$ cat src/rtl/joybus_pkg.sv
// Shared JOYBUS transmitter types and constants: FSM state encoding, default
// bit timing for a 25 MHz clock, and the common console command words.
package joybus_pkg;

    typedef enum logic [2:0] {
        ST_IDLE      = 3'd0,
        ST_BIT_LOW   = 3'd1,
        ST_BIT_HIGH  = 3'd2,
        ST_STOP_LOW  = 3'd3,
        ST_STOP_HIGH = 3'd4,
        ST_DONE      = 3'd5,
        ST_GUARD     = 3'd6
    } joybus_tx_state_t;

    localparam int Q_CYCLES_DEF   = 25;
    localparam int BIT_CYCLES_DEF = 100;

    localparam logic [7:0]  CMD_N64_STATUS = 8'h00;
    localparam logic [7:0]  CMD_N64_POLL   = 8'h01;
    localparam logic [23:0] CMD_GC_POLL    = 24'h400300;
    localparam logic [7:0]  CMD_GC_PROBE   = 8'h00;

    // States in which the line is actively pulled low.
    function automatic logic drives_low(input joybus_tx_state_t s);
        return (s == ST_BIT_LOW) || (s == ST_STOP_LOW);
    endfunction

endpackage

$ cat src/rtl/joybus_tx_bit_timer.sv
// Phase timer for one JOYBUS bit cell: counts the low or high phase of the
// current bit and flags its last cycle. The stop bit reuses it with bit_val=1.
module joybus_tx_bit_timer #(
    parameter int Q_CYCLES   = 25,
    parameter int BIT_CYCLES = 100,
    parameter int CNT_W      = 7
) (
    input  logic clk,
    input  logic rst,
    input  logic load,
    input  logic bit_val,
    input  logic stop,
    input  logic high_phase,
    output logic phase_end,
    output logic bit_end
);

    logic [CNT_W-1:0] cnt;
    logic [CNT_W-1:0] low_len;
    logic [CNT_W-1:0] phase_len;

    always_comb begin
        low_len   = bit_val ? CNT_W'(Q_CYCLES) : CNT_W'(BIT_CYCLES - Q_CYCLES);
        phase_len = low_len;
        if (high_phase) begin
            // The stop bit's high phase is shortened to two quarters.
            phase_len = stop ? CNT_W'(2 * Q_CYCLES) : (CNT_W'(BIT_CYCLES) - low_len);
        end
        phase_end = (cnt == (phase_len - CNT_W'(1)));
        bit_end   = high_phase && phase_end;
    end

    always_ff @(posedge clk) begin
        if (rst || load) begin
            cnt <= '0;
        end else begin
            cnt <= cnt + CNT_W'(1);
        end
    end

endmodule

$ cat src/rtl/joybus_tx.sv
// Console-side JOYBUS command transmitter (MSB first, plus console stop bit).
// Optional post-frame guard gap enabled by defining JOYBUS_TX_GUARD_EN.
module joybus_tx
    import joybus_pkg::*;
#(
    parameter int Q_CYCLES     = Q_CYCLES_DEF,
    parameter int BIT_CYCLES   = BIT_CYCLES_DEF,
    parameter int MAX_BITS     = 24,
    parameter int GUARD_CYCLES = 200
) (
    input  logic                clk,
    input  logic                rst,
    input  logic                tx_start,
    input  logic [MAX_BITS-1:0] tx_data,
    input  logic [4:0]          tx_len,
    output logic                JB_TX_OE,
    output logic                tx_busy,
    output logic                tx_done,
    output joybus_tx_state_t    dbg_state
);

    localparam int         CNT_W   = $clog2(BIT_CYCLES);
    localparam logic [4:0] MAX_LEN = 5'(MAX_BITS);

    if (BIT_CYCLES != 4 * Q_CYCLES || Q_CYCLES < 1 || GUARD_CYCLES < 1) begin : g_bad_params
        $error("joybus_tx: need BIT_CYCLES == 4*Q_CYCLES, Q_CYCLES >= 1, GUARD_CYCLES >= 1");
    end

    joybus_tx_state_t    state;
    joybus_tx_state_t    state_next;
    logic [MAX_BITS-1:0] shreg;
    logic [4:0]          bit_cnt;
    logic [4:0]          len_clamped;
    logic                timing;
    logic                stop;
    logic                high_phase;
    logic                timer_load;
    logic                timer_bit;
    logic                phase_end;
    logic                bit_end;

    // Handshake: tx_start is a request sampled only while tx_busy is low; a
    // start seen with tx_busy high is dropped, never queued.
    assign len_clamped = (tx_len > MAX_LEN) ? MAX_LEN : tx_len;

    assign timing     = (state == ST_BIT_LOW) || (state == ST_BIT_HIGH) ||
                        (state == ST_STOP_LOW) || (state == ST_STOP_HIGH);
    assign stop       = (state == ST_STOP_LOW) || (state == ST_STOP_HIGH);
    assign high_phase = (state == ST_BIT_HIGH) || (state == ST_STOP_HIGH);
    assign timer_load = (state_next != state) || !timing;
    assign timer_bit  = stop | shreg[MAX_BITS-1];

    joybus_tx_bit_timer #(
        .Q_CYCLES  (Q_CYCLES),
        .BIT_CYCLES(BIT_CYCLES),
        .CNT_W     (CNT_W)
    ) u_timer (
        .clk       (clk),
        .rst       (rst),
        .load      (timer_load),
        .bit_val   (timer_bit),
        .stop      (stop),
        .high_phase(high_phase),
        .phase_end (phase_end),
        .bit_end   (bit_end)
    );

`ifdef JOYBUS_TX_GUARD_EN
    localparam int GW = $clog2(GUARD_CYCLES) + 1;
    logic [GW-1:0] guard_cnt;

    always_ff @(posedge clk) begin
        if (rst || state != ST_GUARD) begin
            guard_cnt <= '0;
        end else begin
            guard_cnt <= guard_cnt + GW'(1);
        end
    end
`endif

    always_comb begin
        state_next = state;
        case (state)
            ST_IDLE: begin
                if (tx_start) begin
                    state_next = (len_clamped == 5'd0) ? ST_STOP_LOW : ST_BIT_LOW;
                end
            end
            ST_BIT_LOW: begin
                if (phase_end) state_next = ST_BIT_HIGH;
            end
            ST_BIT_HIGH: begin
                if (bit_end) state_next = (bit_cnt > 5'd1) ? ST_BIT_LOW : ST_STOP_LOW;
            end
            ST_STOP_LOW: begin
                if (phase_end) state_next = ST_STOP_HIGH;
            end
            ST_STOP_HIGH: begin
                if (phase_end) state_next = ST_DONE;
            end
            ST_DONE: begin
`ifdef JOYBUS_TX_GUARD_EN
                state_next = ST_GUARD;
`else
                state_next = ST_IDLE;
`endif
            end
            ST_GUARD: begin
`ifdef JOYBUS_TX_GUARD_EN
                if (guard_cnt == GW'(GUARD_CYCLES - 1)) state_next = ST_IDLE;
`else
                state_next = ST_IDLE;
`endif
            end
            default: state_next = ST_IDLE;
        endcase
    end

    always_ff @(posedge clk) begin
        if (rst) begin
            state    <= ST_IDLE;
            shreg    <= '0;
            bit_cnt  <= '0;
            JB_TX_OE <= 1'b0;
        end else begin
            state    <= state_next;
            JB_TX_OE <= drives_low(state_next);
            if (state == ST_IDLE && tx_start) begin
                shreg   <= tx_data;
                bit_cnt <= len_clamped;
            end else if (state == ST_BIT_HIGH && bit_end) begin
                shreg   <= {shreg[MAX_BITS-2:0], 1'b0};
                bit_cnt <= bit_cnt - 5'd1;
            end
        end
    end

    assign tx_busy   = (state != ST_IDLE);
    assign tx_done   = (state == ST_DONE);
    assign dbg_state = state;

endmodule

$ cat config.mk
export PLATFORM = sky130hd
export DESIGN_NAME = joybus_tx
export DESIGN_NICKNAME = d
export VERILOG_FILES = /design/src/rtl/joybus_pkg.sv /design/src/rtl/joybus_tx_bit_timer.sv /design/src/rtl/joybus_tx.sv
export SDC_FILE = /design/constraint.sdc
export NUM_CORES = 1
export LEC_CHECK = 0
export BUFFER_PORTS_ARGS = -buffer_cell sky130_fd_sc_hd__buf_2
export CAP_MARGIN = 20
export CORE_MARGIN = 8
export CORE_UTILIZATION = 40
export DETAILED_ROUTE_END_ITERATION = 7
export GPL_TIMING_DRIVEN = 0
export PLACE_DENSITY = 0.68
export SLEW_MARGIN = 20
export SYNTH_ARGS = -nofsm -noshare
export SYNTH_HDL_FRONTEND = slang
export SYNTH_HIERARCHICAL = 1
export SYNTH_SLANG_ARGS = --single-unit
export TNS_END_PERCENT = 5
$ cat constraint.sdc
create_clock -name clk -period 5.3 [get_ports clk]
set_clock_uncertainty 0.15 [all_clocks]
set_input_delay 1.06 -clock clk [delete_from_list [all_inputs] [get_ports clk]]
set_output_delay 1.06 -clock clk [all_outputs]
set_load 0.01 [all_outputs]
==> flow_summary.yaml <==
placement:
  finalWeightedCongestion: 0.817
  hpwl_mm: 3.52
  dpl-instance-area_um2: 2330
  io_buffers: 37
clocking:
  htreeDepth: 2
  cts-hold-fix-buffers: 0
  insertion_delay_ps: 290
  post_cts_buffers: 0
  cts.sinks: 40
  post_cts_resized: 0
  clock_tree.root_cell: "clkbuf_8"
  cts-buffers-inserted: 5
  cts.path.max_buffers: 2
  cts_tree: "done"
  clk_pin_slew_ps: 80
sta:
  hold_viol_final: 0
  worstMarginPinSlew_ps: 737
  fmax_mhz: 223
  setup_viol: 0
  drv_slew: 0
  period_needed_ps: 4480
  tns_ps: 0
  worst_hold_slack_ps: 309
  slew_headroom_pct: 50.8
  rsz0062_at_grt: "no"
  finalCritPeriodShare_pct: 84.5
routing:
  wire_per_inst_um: 13.7
  drc: 0
  postRouteAntennaNets: 0
  finalWirelength_mm: 4.74
  num_vias: 1813
  viasPerCell: 5.24
  drt-pass1-iter-count: 4
  drtIter0Drc: 129
floorplan:
  initial_core_util_pct: 40.8
  chipWidth_um: 87.7
  pin_count: 38
  rows: 26
  coreArea_um2: 5040
  die_area_um2: 7700
  die_y_um: 87.7
synthesis:
  synth_seq_cells: 40
  syn_inst: 232
  synth_edf_count: 0
  syn_area_um2: 2060
  synth_cell_types: 53
  yosys_warnings: 6
  synth_ff_type: "dfxtp_1"
  synth_seq_area_share_pct: 38.9
  synth_nets: 269
  ys_async_sr_fraction_pct: 0
  syn_area_per_cell_um2: 8.87
critical_path:
  arrival_ps: 4480
  start_kind: "flip-flop"
  end_kind: "flip-flop"
  crit_type: "reg2reg"
  crit_required_ps: 5310
  cp_max_fo: 10
finish:
  post-route-util_pct: 47.8
  fin_nets: 313
  final_area_um2: 2410
  n_antenna_cell: 0
  syn2layout_area_growth_pct: 17.2
  drive_gt1_share_pct: 25.0
global_routing:
  grt.total_usage_pct: 12.6
  grt_pass1_wl_mm: 7.83
  first_global_vias: 1795
  antenna_found_initial: 0
  grt_overflow: 0
  grt_max_degree: 13
power:
  leakage_nw: 0.916
  finalPower_mw: 0.612
  pwr_density_cell_nw_per_um2: 254
  max-vdd-ir-drop_uv: 113
status:
  status: "finished clean"
min_path:
  hold_path_class: "reg2reg"
job:
  cap_violations: 0
[where the power goes]
part           switching [mW]  total [mW]  internal (mW)
registers              0.0122       0.330          0.318
clock network           0.102       0.191         0.0891
logic                  0.0495      0.0905         0.0410
[layout by cell type, fill, tap and decap left out, types with 5 or more instances in the layout]
master    Yosys  layout
a22oi_1      22      22
dfxtp_1      40      40
inv_1         7       7
clkbuf_1      5       5
clkbuf_8      0       5
o21ai_0       5       5
buf_2         6      43
ha_1          5       5
a21oi_1      28      28
nand2_1      28      28
nand3_1       5       5
nor2_1       16      16
[per-layer routing]
metal	track usage [%]	vias up	part of all wire, %
li1	-	926	-
met1	14.7	865	48
met2	21.2	22	47
met3	4.60	0	5.0
met4	2.97	0	0
met5	0	-	0
[final cells by class]
type / instances / area [µm²]
Fill cell: 512 / 2630
Clock inverter: 2 / 12.5
Tap cell: 70 / 87.6
Multi-Input combinational cell: 169 / 1130
Inverter: 7 / 26.3
Buffer: 16 / 101
Clock buffer: 5 / 68.8
Sequential cell: 40 / 801
Timing Repair Buffer: 37 / 185
[cell families after synthesis]
| family | count (synthesis) | share of synthesized area (%) |
|---|---|---|
| mux | 3 | 1.52 |
| compound gates | 75 | 24.8 |
| simple gates | 79 | 22.6 |
| buf+inv | 23 | 6.20 |
| fa+ha+maj | 5 | 3.04 |
| flops | 40 | 38.9 |
| xor+xnor | 7 | 2.98 |
[stage by stage]
stage / worst slack [ps] / std cells
global route: 525 / 346
finish: 824 / 346
floorplan: 1290 / 232
CTS: 836 / 346
global placement: 893 / 339
detailed placement: 861 / 339
[synthesized netlist by cell type (all sizes together), types with 2 or more instances]
cell | n | area (µm²)
nor4b | 2 | 32.5
nor4 | 2 | 33.8
nor2 | 17 | 71.3
nand2b | 2 | 12.5
or4 | 2 | 15.0
and3b | 2 | 17.5
or3 | 4 | 25.0
clkbuf | 5 | 18.8
nand2 | 28 | 105
nand3 | 5 | 25.0
dfxtp | 40 | 801
buf | 11 | 82.6
o21ai | 5 | 25.0
or2 | 2 | 12.5
ha | 5 | 62.6
a21oi | 30 | 165
xor2 | 3 | 26.3
inv | 7 | 26.3
a31oi | 2 | 12.5
a221oi | 2 | 17.5
xnor2 | 4 | 35.0
mux2i | 2 | 20.0
nor3 | 4 | 20.0
a22oi | 22 | 165
a211oi | 3 | 22.5
[sequential cells by signal, indices dropped and copies added (netlist names)]
signal and flops:
bit_cnt 5, shreg 24, JB_TX_OE 1, dbg_state 3, u_timer/cnt 7
[critical path, cell delays in order, from the launching register on]
cell,delay (ps)
dfxtp_1,370
buf_4,200
or2b_1,280
o21ai_0,380
or2_2,220
nor2_1,40
mux2_2,290
ha_1,200
xnor2_1,160
or3_1,340
a2111oi_2,730
and4bb_2,350
buf_6,140
nand2_1,100
o311ai_0,290
a21oi_1,110
[path summary, 6_finish.rpt]
| path | slack (ps) | depth (start not counted) | to | start |
|---|---|---|---|---|
| setup / recovery | 820 | 15 | bit_cnt[4]$_SDFFE_PP0P_ | dbg_state[1]$_SDFF_PP0_ |
| hold / removal | 310 | 2 | shreg[14]$_SDFFE_PP0P_ | shreg[14]$_SDFFE_PP0P_ |
| setup reg to reg | 820 | 15 | bit_cnt[4]$_SDFFE_PP0P_ | dbg_state[1]$_SDFF_PP0_ |
| hold reg to reg | 310 | 2 | shreg[14]$_SDFFE_PP0P_ | shreg[14]$_SDFFE_PP0P_ |
Power figures use the tool's default switching activity.
